<file path="src/rtl/gpio_controller.sv">
// GPIO controller: per-pin direction/output registers, synchronised inputs with
// edge detection, W1C interrupt-pending latch and a single-cycle-response bus slave.
module gpio_controller #(
    parameter int WIDTH = 48,
    parameter int XLEN  = 32
) (
    input  logic             clk,
    input  logic             rst_n,
    input  logic             bus_req,
    input  logic             bus_we,
    input  logic [5:0]       bus_addr,
    input  logic [XLEN-1:0]  bus_wdata,
    output logic [XLEN-1:0]  bus_rdata,
    output logic             bus_rvalid,
    input  logic [WIDTH-1:0] gpio_in,
    output logic [WIDTH-1:0] gpio_out,
    output logic [WIDTH-1:0] gpio_oe,
    output logic             irq
);

    localparam int PW = 64;

    localparam logic [2:0] REG_DIR     = 3'd0;
    localparam logic [2:0] REG_OUT     = 3'd1;
    localparam logic [2:0] REG_IN      = 3'd2;
    localparam logic [2:0] REG_IE      = 3'd3;
    localparam logic [2:0] REG_POL     = 3'd4;
    localparam logic [2:0] REG_PEND    = 3'd5;
    localparam logic [2:0] REG_OUT_SET = 3'd6;
    localparam logic [2:0] REG_OUT_CLR = 3'd7;

    // Bits at or above WIDTH never hold state, so every write is masked with this.
    localparam logic [PW-1:0] VALID_MASK = {PW{1'b1}} >> (PW - WIDTH);

    function automatic logic [31:0] bank_sel(input logic [PW-1:0] v, input logic bank);
        return bank ? v[63:32] : v[31:0];
    endfunction

    function automatic logic [PW-1:0] merge(input logic [PW-1:0] old_v,
                                            input logic [PW-1:0] bits,
                                            input logic [PW-1:0] mask);
        return (old_v & ~mask) | (bits & mask);
    endfunction

    logic [PW-1:0] r_dir;
    logic [PW-1:0] r_out;
    logic [PW-1:0] r_ie;
    logic [PW-1:0] r_pol;
    logic [PW-1:0] r_pend;
    logic [PW-1:0] r_s1;
    logic [PW-1:0] r_s2;
    logic [PW-1:0] r_s3;
    logic [1:0]    r_warm;
    logic          r_irq;
    logic          r_rvalid;
    logic [31:0]   r_rdata;

    logic          w_rd;
    logic          w_wr;
    logic [2:0]    w_reg;
    logic          w_bank;
    logic [7:0]    w_wsel;
    logic [PW-1:0] w_in64;
    logic [PW-1:0] w_wmask;
    logic [PW-1:0] w_wdata;
    logic [PW-1:0] w_wbits;
    logic          w_warm_done;
    logic [PW-1:0] w_rise;
    logic [PW-1:0] w_fall;
    logic [PW-1:0] w_edge;
    logic [PW-1:0] w_out_next;
    logic [PW-1:0] w_pend_next;
    logic [PW-1:0] w_rsel;
    logic          w_unused;

    assign w_unused = &{1'b0, bus_addr[1:0]};

    assign w_rd    = bus_req & ~bus_we;
    assign w_wr    = bus_req & bus_we;
    assign w_reg   = bus_addr[5:3];
    assign w_bank  = bus_addr[2];
    assign w_wsel  = w_wr ? (8'd1 << w_reg) : 8'd0;
    assign w_in64  = PW'(gpio_in);

    assign w_wmask = VALID_MASK & (w_bank ? {32'hFFFF_FFFF, 32'h0} : {32'h0, 32'hFFFF_FFFF});
    assign w_wdata = w_bank ? {bus_wdata, 32'h0} : {32'h0, bus_wdata};
    assign w_wbits = w_wdata & w_wmask;

    // Edges are suppressed until the synchroniser has flushed its reset zeros.
    assign w_warm_done = (r_warm == 2'd3);
    assign w_rise      = r_s2 & ~r_s3;
    assign w_fall      = ~r_s2 & r_s3;
    assign w_edge      = w_warm_done ? ((r_pol & w_rise) | (~r_pol & w_fall)) : '0;

    // Only one register is addressed per cycle; the chain just encodes precedence.
    always_comb begin
        w_out_next = r_out;
        if (w_wsel[REG_OUT]) begin
            w_out_next = merge(r_out, w_wbits, w_wmask);
        end else if (w_wsel[REG_OUT_SET]) begin
            w_out_next = r_out | w_wbits;
        end else if (w_wsel[REG_OUT_CLR]) begin
            w_out_next = r_out & ~w_wbits;
        end
    end

    // A new edge wins over a simultaneous W1C of the same bit.
    assign w_pend_next = (r_pend & ~(w_wsel[REG_PEND] ? w_wbits : '0)) | w_edge;

    always_comb begin
        w_rsel = '0;
        case (w_reg)
            REG_DIR:  w_rsel = r_dir;
            REG_OUT:  w_rsel = r_out;
            REG_IN:   w_rsel = r_s2;
            REG_IE:   w_rsel = r_ie;
            REG_POL:  w_rsel = r_pol;
            REG_PEND: w_rsel = r_pend;
            default:  w_rsel = '0;
        endcase
    end

    always_ff @(posedge clk or negedge rst_n) begin
        if (!rst_n) begin
            r_dir  <= '0;
            r_out  <= '0;
            r_ie   <= '0;
            r_pol  <= '0;
            r_pend <= '0;
        end else begin
            r_out  <= w_out_next;
            r_pend <= w_pend_next;
            if (w_wsel[REG_DIR]) r_dir <= merge(r_dir, w_wbits, w_wmask);
            if (w_wsel[REG_IE])  r_ie  <= merge(r_ie, w_wbits, w_wmask);
            if (w_wsel[REG_POL]) r_pol <= merge(r_pol, w_wbits, w_wmask);
        end
    end

    // Two-flop synchroniser for the asynchronous pins, then the edge-history flop.
    always_ff @(posedge clk or negedge rst_n) begin
        if (!rst_n) begin
            r_s1   <= '0;
            r_s2   <= '0;
            r_s3   <= '0;
            r_warm <= 2'd0;
        end else begin
            r_s1 <= w_in64;
            r_s2 <= r_s1;
            r_s3 <= r_s2;
            if (!w_warm_done) r_warm <= r_warm + 2'd1;
        end
    end

    always_ff @(posedge clk or negedge rst_n) begin
        if (!rst_n) begin
            r_irq    <= 1'b0;
            r_rvalid <= 1'b0;
            r_rdata  <= '0;
        end else begin
            r_irq    <= |(r_pend & r_ie);
            r_rvalid <= w_rd;
            r_rdata  <= w_rd ? bank_sel(w_rsel, w_bank) : 32'h0;
        end
    end

    assign gpio_out   = r_out[WIDTH-1:0];
    assign gpio_oe    = r_dir[WIDTH-1:0];
    assign irq        = r_irq;
    assign bus_rvalid = r_rvalid;
    assign bus_rdata  = r_rdata;

endmodule

</file>
<file path="config.mk">
export PLATFORM = sky130hd
export DESIGN_NAME = gpio_controller
export DESIGN_NICKNAME = d
export VERILOG_FILES = /design/src/rtl/gpio_controller.sv
export SDC_FILE = /design/constraint.sdc
export NUM_CORES = 1
export LEC_CHECK = 0
export ABC_AREA = 1
export CAP_MARGIN = 30
export CORE_ASPECT_RATIO = 1.1
export CORE_UTILIZATION = 50
export DETAILED_ROUTE_END_ITERATION = 16
export GPL_TIMING_DRIVEN = 1
export PLACE_DENSITY = 0.82
export SLEW_MARGIN = 20
export SYNTH_ARGS = -nofsm -noshare
export SYNTH_HDL_FRONTEND = slang
export SYNTH_SLANG_ARGS = --single-unit
</file>
<file path="constraint.sdc">
create_clock -name clk -period 1.7 [get_ports clk]
set_input_delay 0.255 -clock clk [delete_from_list [all_inputs] [get_ports clk]]
set_output_delay 0.255 -clock clk [all_outputs]
set_load 0.05 [all_outputs]
</file>
# == Yosys cells after proc, flatten, opt, wreduce, memory -nomap -nowiden ==
# Index checks and enable logic that the tools add are counted.
# word_totals
out_inout_bits,130
ff_bits,500
input_bits,90
word_cells,63
# classes
n_addsub,1
mux,11
shift,1
n_eq_ne,6
n_reduce_logical,3
bitwise,29
# op_table
operator,n
64-bit AND,9
64-bit OR,7
64-bit 2-to-1 mux,6
64-bit one-hot mux with 6 select lines,1
64-bit by 48-bit AND with 64-bit output,3
48-bit NOT with 64-bit output,3
64-bit NOT,3
48-bit by 64-bit AND with 64-bit output,1
32-bit 2-to-1 mux,2
64-bit OR reduction,1
48-bit 2-to-1 mux,1
8-bit 2-to-1 mux,1
1-bit by 3-bit << shifter with 8-bit output (first input constant),1
3-bit by 2-bit equality test with 1-bit output (second input constant),2
3-bit equality test (second input constant),2
3-bit by 1-bit equality test with 1-bit output (second input constant),1
3-bit logical NOT,1
3-bit nonzero test,1
2-bit by 1-bit adder with 2-bit output (second input constant),1
1-bit AND,2
2-bit equality test (second input constant),1
1-bit NOT,1

# == Logic depth before layout (Yosys ltp) ==
# depth
word_depth,7
depth_mapped,10
ltp_nobuf,7

# == Least setup slack after synthesis ==
# No wires, ideal clock.
# synth_path
path_kind,register -> register
startpoint,reg r_warm[0]
endpoint,reg r_warm[1]
n_path_buf,2
path_stages_with_launch,5
t_arrival_ns,1.267
synth_period_minus_slack_ns,1.392
slack_ns,0.308
setup_ns,0.125
required_time_ns,1.575
cell_sequence,dfrtp_1 > ha_1 > clkbuf_1 > clkbuf_1 > mux2_2
# synth_via
elab_chain_len,1
word_cells_on_any_way,2
classes_between,add/sub (1); eq/ne (1)
# synth_rtl
element,line,text
from (decl),53,logic [1:0] r_warm;
from (signal assigned),150,if (!w_warm_done) r_warm <= r_warm + 2'd1;
2-bit by 1-bit adder with 2-bit output or 2-bit equality test (tied branches),"150, 90",
# Parallel ways exist; a longest one is shown, timed or not.
# A chain may end at the register's enable or synchronous reset.

==> out/metrics.yaml <==
critical_path:
  cp_max_fo: 3
  critPathBufInv: 1
  worst_setup_path_end_kind: "output pin"
  start_kind: "flop"
  crit_arrival_ps: 1310
  reg2reg_slack_ps: 320
  slowest_stage: "dfrtp_1"
  critPathMaxStageDelay_ps: 500
  worstSetupPathType: "flop to output pin"
  crit_chain: "buf_4"
  r2r-end: "irq$_DFF_PN0_"
  path_depth: 1
  critical-path-top-delay-family: "flip-flops"
  cp.required_ps: 1440
  reg2reg_depth: 6
floorplanning:
  initial_core_util_pct: 51.1
  core_area_sq_um: 35400
  ios: 220
  die_h_um: 202
  die_x_um: 183
  placementRows: 72
  dieArea_sq_um: 37000
clock_network:
  cts_max_path_buffers: 3
  cts_tree: "done"
  clock-sinks: 420
  clkTransAtPathRegs_ps: 60
  clock_latency_ps: 570
  root_buffer: "clkbuf_16"
  cts_max_level: 2
  cts_made_buffers: 43
placed_design:
  port_buffers: 217
  place_ws_ps: -248
  globalplace.congestion: 0.939
  place_inst: 2823
  dp_hpwl_mm: 39.8
synth:
  syn_area_sq_um: 18100
  synthXorXnorAreaFrac_pct: 0.0484
  synth-compound-area-share_pct: 13.5
  synth_adder_area_share_pct: 0.0691
  syn_inst: 2135
  synth_fp_nets: 2226
  synth_top_family_by_area: "simple AND/OR/NAND/NOR gates"
  synthMuxAreaShare_pct: 0.0622
  yosysSeqAreaShare_pct: 58.1
  synth_cell_type_count: 26
  yosysWarningCount: 0
  synth.ff_latch_count: 420
  avgSynthCellArea_sq_um: 8.48
  synthSimpleGateAreaFrac_pct: 20.3
timing:
  worstMarginPinSlew_ps: 536
  rsz0062_at_grt: "no"
  finClkSkew_ps: 15.5
  holdWs_ps: 127
  slew_violations: 0
  tns_ps: 0
  setup_viol: 0
  hold_viol_final: 0
  min_period_ps: 1570
  post-route-period-util_pct: 92.3
  max_freq_mhz: 638
  max_slew_margin_pct: 64.3
  fin_ws_ps: 132
finish:
  area_delta_synth_final_pct: 25.5
  nets: 2479
  drive_gt1_share_pct: 13.9
  final-instance-count-excl-fill: 2905
routing:
  drt_wl_total_mm: 59.1
  vias: 16800
  ant_nets: 0
  firstDrtPassIters: 6
  wire_per_inst_um: 20.3
  via_per_inst: 5.79
  drc: 0
  dr.first_iter.drc_count: 2057
global_route:
  antenna_found_initial: 4
  grt_pass1_vias: 16700
  grt_max_degree: 61
  track_usage_pct: 32.1
  grt_pass1_wl_mm: 91.2
  grt_overflow_total: 0
job:
  max_cap_viol_count: 0
hold_path:
  hp-class: "primary input to flop"
  hold_end: "r_s1[27]$_DFF_PN0_"
  min_from: "gpio_in[27]"
  worstHoldPathCells: 1
run_status:
  outcome: "finished, final reports clean"
power_and_ir_drop:
  leakage_nw: 11.4
  power_density_nw_per_um2: 1230
  ir_drop_mv: 0.855
routing by layer:
layer / track usage, % / routed length [um]
met5: 0 / 19
met4: 18.0 / 3460
met3: 7.19 / 6790
met2: 50.3 / 27200
met1: 41.2 / 21600
cells in the mapped netlist:
master,instances,area share [%]
nand2_1,542,11
dfrtp_1,420,58
o21ai_0,248,6.9
inv_1,232,4.8
nand3_1,149,4.1
o21ai_1,144,4.0
nor2_1,106,2.2
a21oi_1,96,2.7
nand4_1,61,2.1
buf_2,50,1.4
clkbuf_1,36,0.75
buf_1,19,0.39
buf_4,6,0.25
inv_2,5,0.10
nor2_2,4,0.14
buf_6,3,0.19
nand2_2,3,0.10
nand3_2,3,0.17
clkbuf_2,1,0.028
clkinv_2,1,0.028
ha_1,1,0.069
mux2_2,1,0.062
nand3_4,1,0.097
nor2_8,1,0.11
nor3_1,1,0.028
xnor2_1,1,0.048
cells by family (layout without fill, tap and decap cells):
family                     Yosys count  after routing
xor gates and xnor gates             1              1
buffers and inverters              353            640
muxes                                1              1
adders and majority gates            1              1
and+or+nand+nor                    871            871
AOI/OAI and AO/OA                  488            488
other                                0              2
DFF                                420            420
worst max-delay path by stage:
stage	to
2_1_floorplan	r_warm[1]$_DFFE_PN0N_
3_3_place_gp	flop
3_5_place_dp	r_pend[28]$_DFF_PN0_
4_1_cts	gpio_oe[33]
5_1_grt	gpio_oe[33]
6_report	gpio_oe[33]
per-stage QoR:
| step | utilization [%] | cell area, sq um | power (mW) |
|---|---|---|---|
| after floorplan | - | 18100 | 15.9 |
| after global placement | 60.0 | 21300 | 18.2 |
| after detailed placement | 60.0 | 21300 | 18.5 |
| after CTS | 64.1 | 22700 | 28.0 |
| after global routing | 64.2 | 22700 | 29.1 |
| final | 64.2 | 22700 | 28.0 |
final cells by class:
cell class	instances	area [sq um]
antenna	2	5.00
clock buffer	60	1260
clock inverter	19	186
fill	2810	12700
inverter	238	895
multi-input combinational	1362	6170
sequential	420	10500
tap	481	602
timing repair buffer	323	3080
what timing repair did:
action,in CTS,in global routing
hold buffers,1,0
resized for setup,0,0
endpoints found under the hold margin,58,0
setup buffers,0,0
cell usage in the layout (no fill, tap or decap), types with 2 or more instances in the layout:
cell	instances
nand2_2	3
dfrtp_1	420
buf_4	199
bufinv_16	2
nor2_1	104
o21ai_0	248
diode_2	2
clkbuf_16	43
clkbuf_8	12
nor2_4	3
o21ai_1	144
clkinv_2	14
buf_2	4
a21oi_1	96
clkinv_8	2
clkbuf_1	5
clkdlybuf4s50_1	82
nand4_1	61
inv_2	5
nor2_2	3
nand2_1	542
buf_12	36
nand3_1	149
inv_1	232
nand3_2	3
where the power goes:
part | total [mW] | switching (mW) | internal, mW | leakage (nW)
sequential | 12.2 | 1.09 | 11.2 | 5.04
combinational | 6.19 | 4.22 | 1.97 | 5.66
clock | 9.57 | 4.04 | 5.52 | 0.729
total | 28.0 | 9.35 | 18.6 | 11.4
Note: power is estimated with default switching activity, not from simulation.
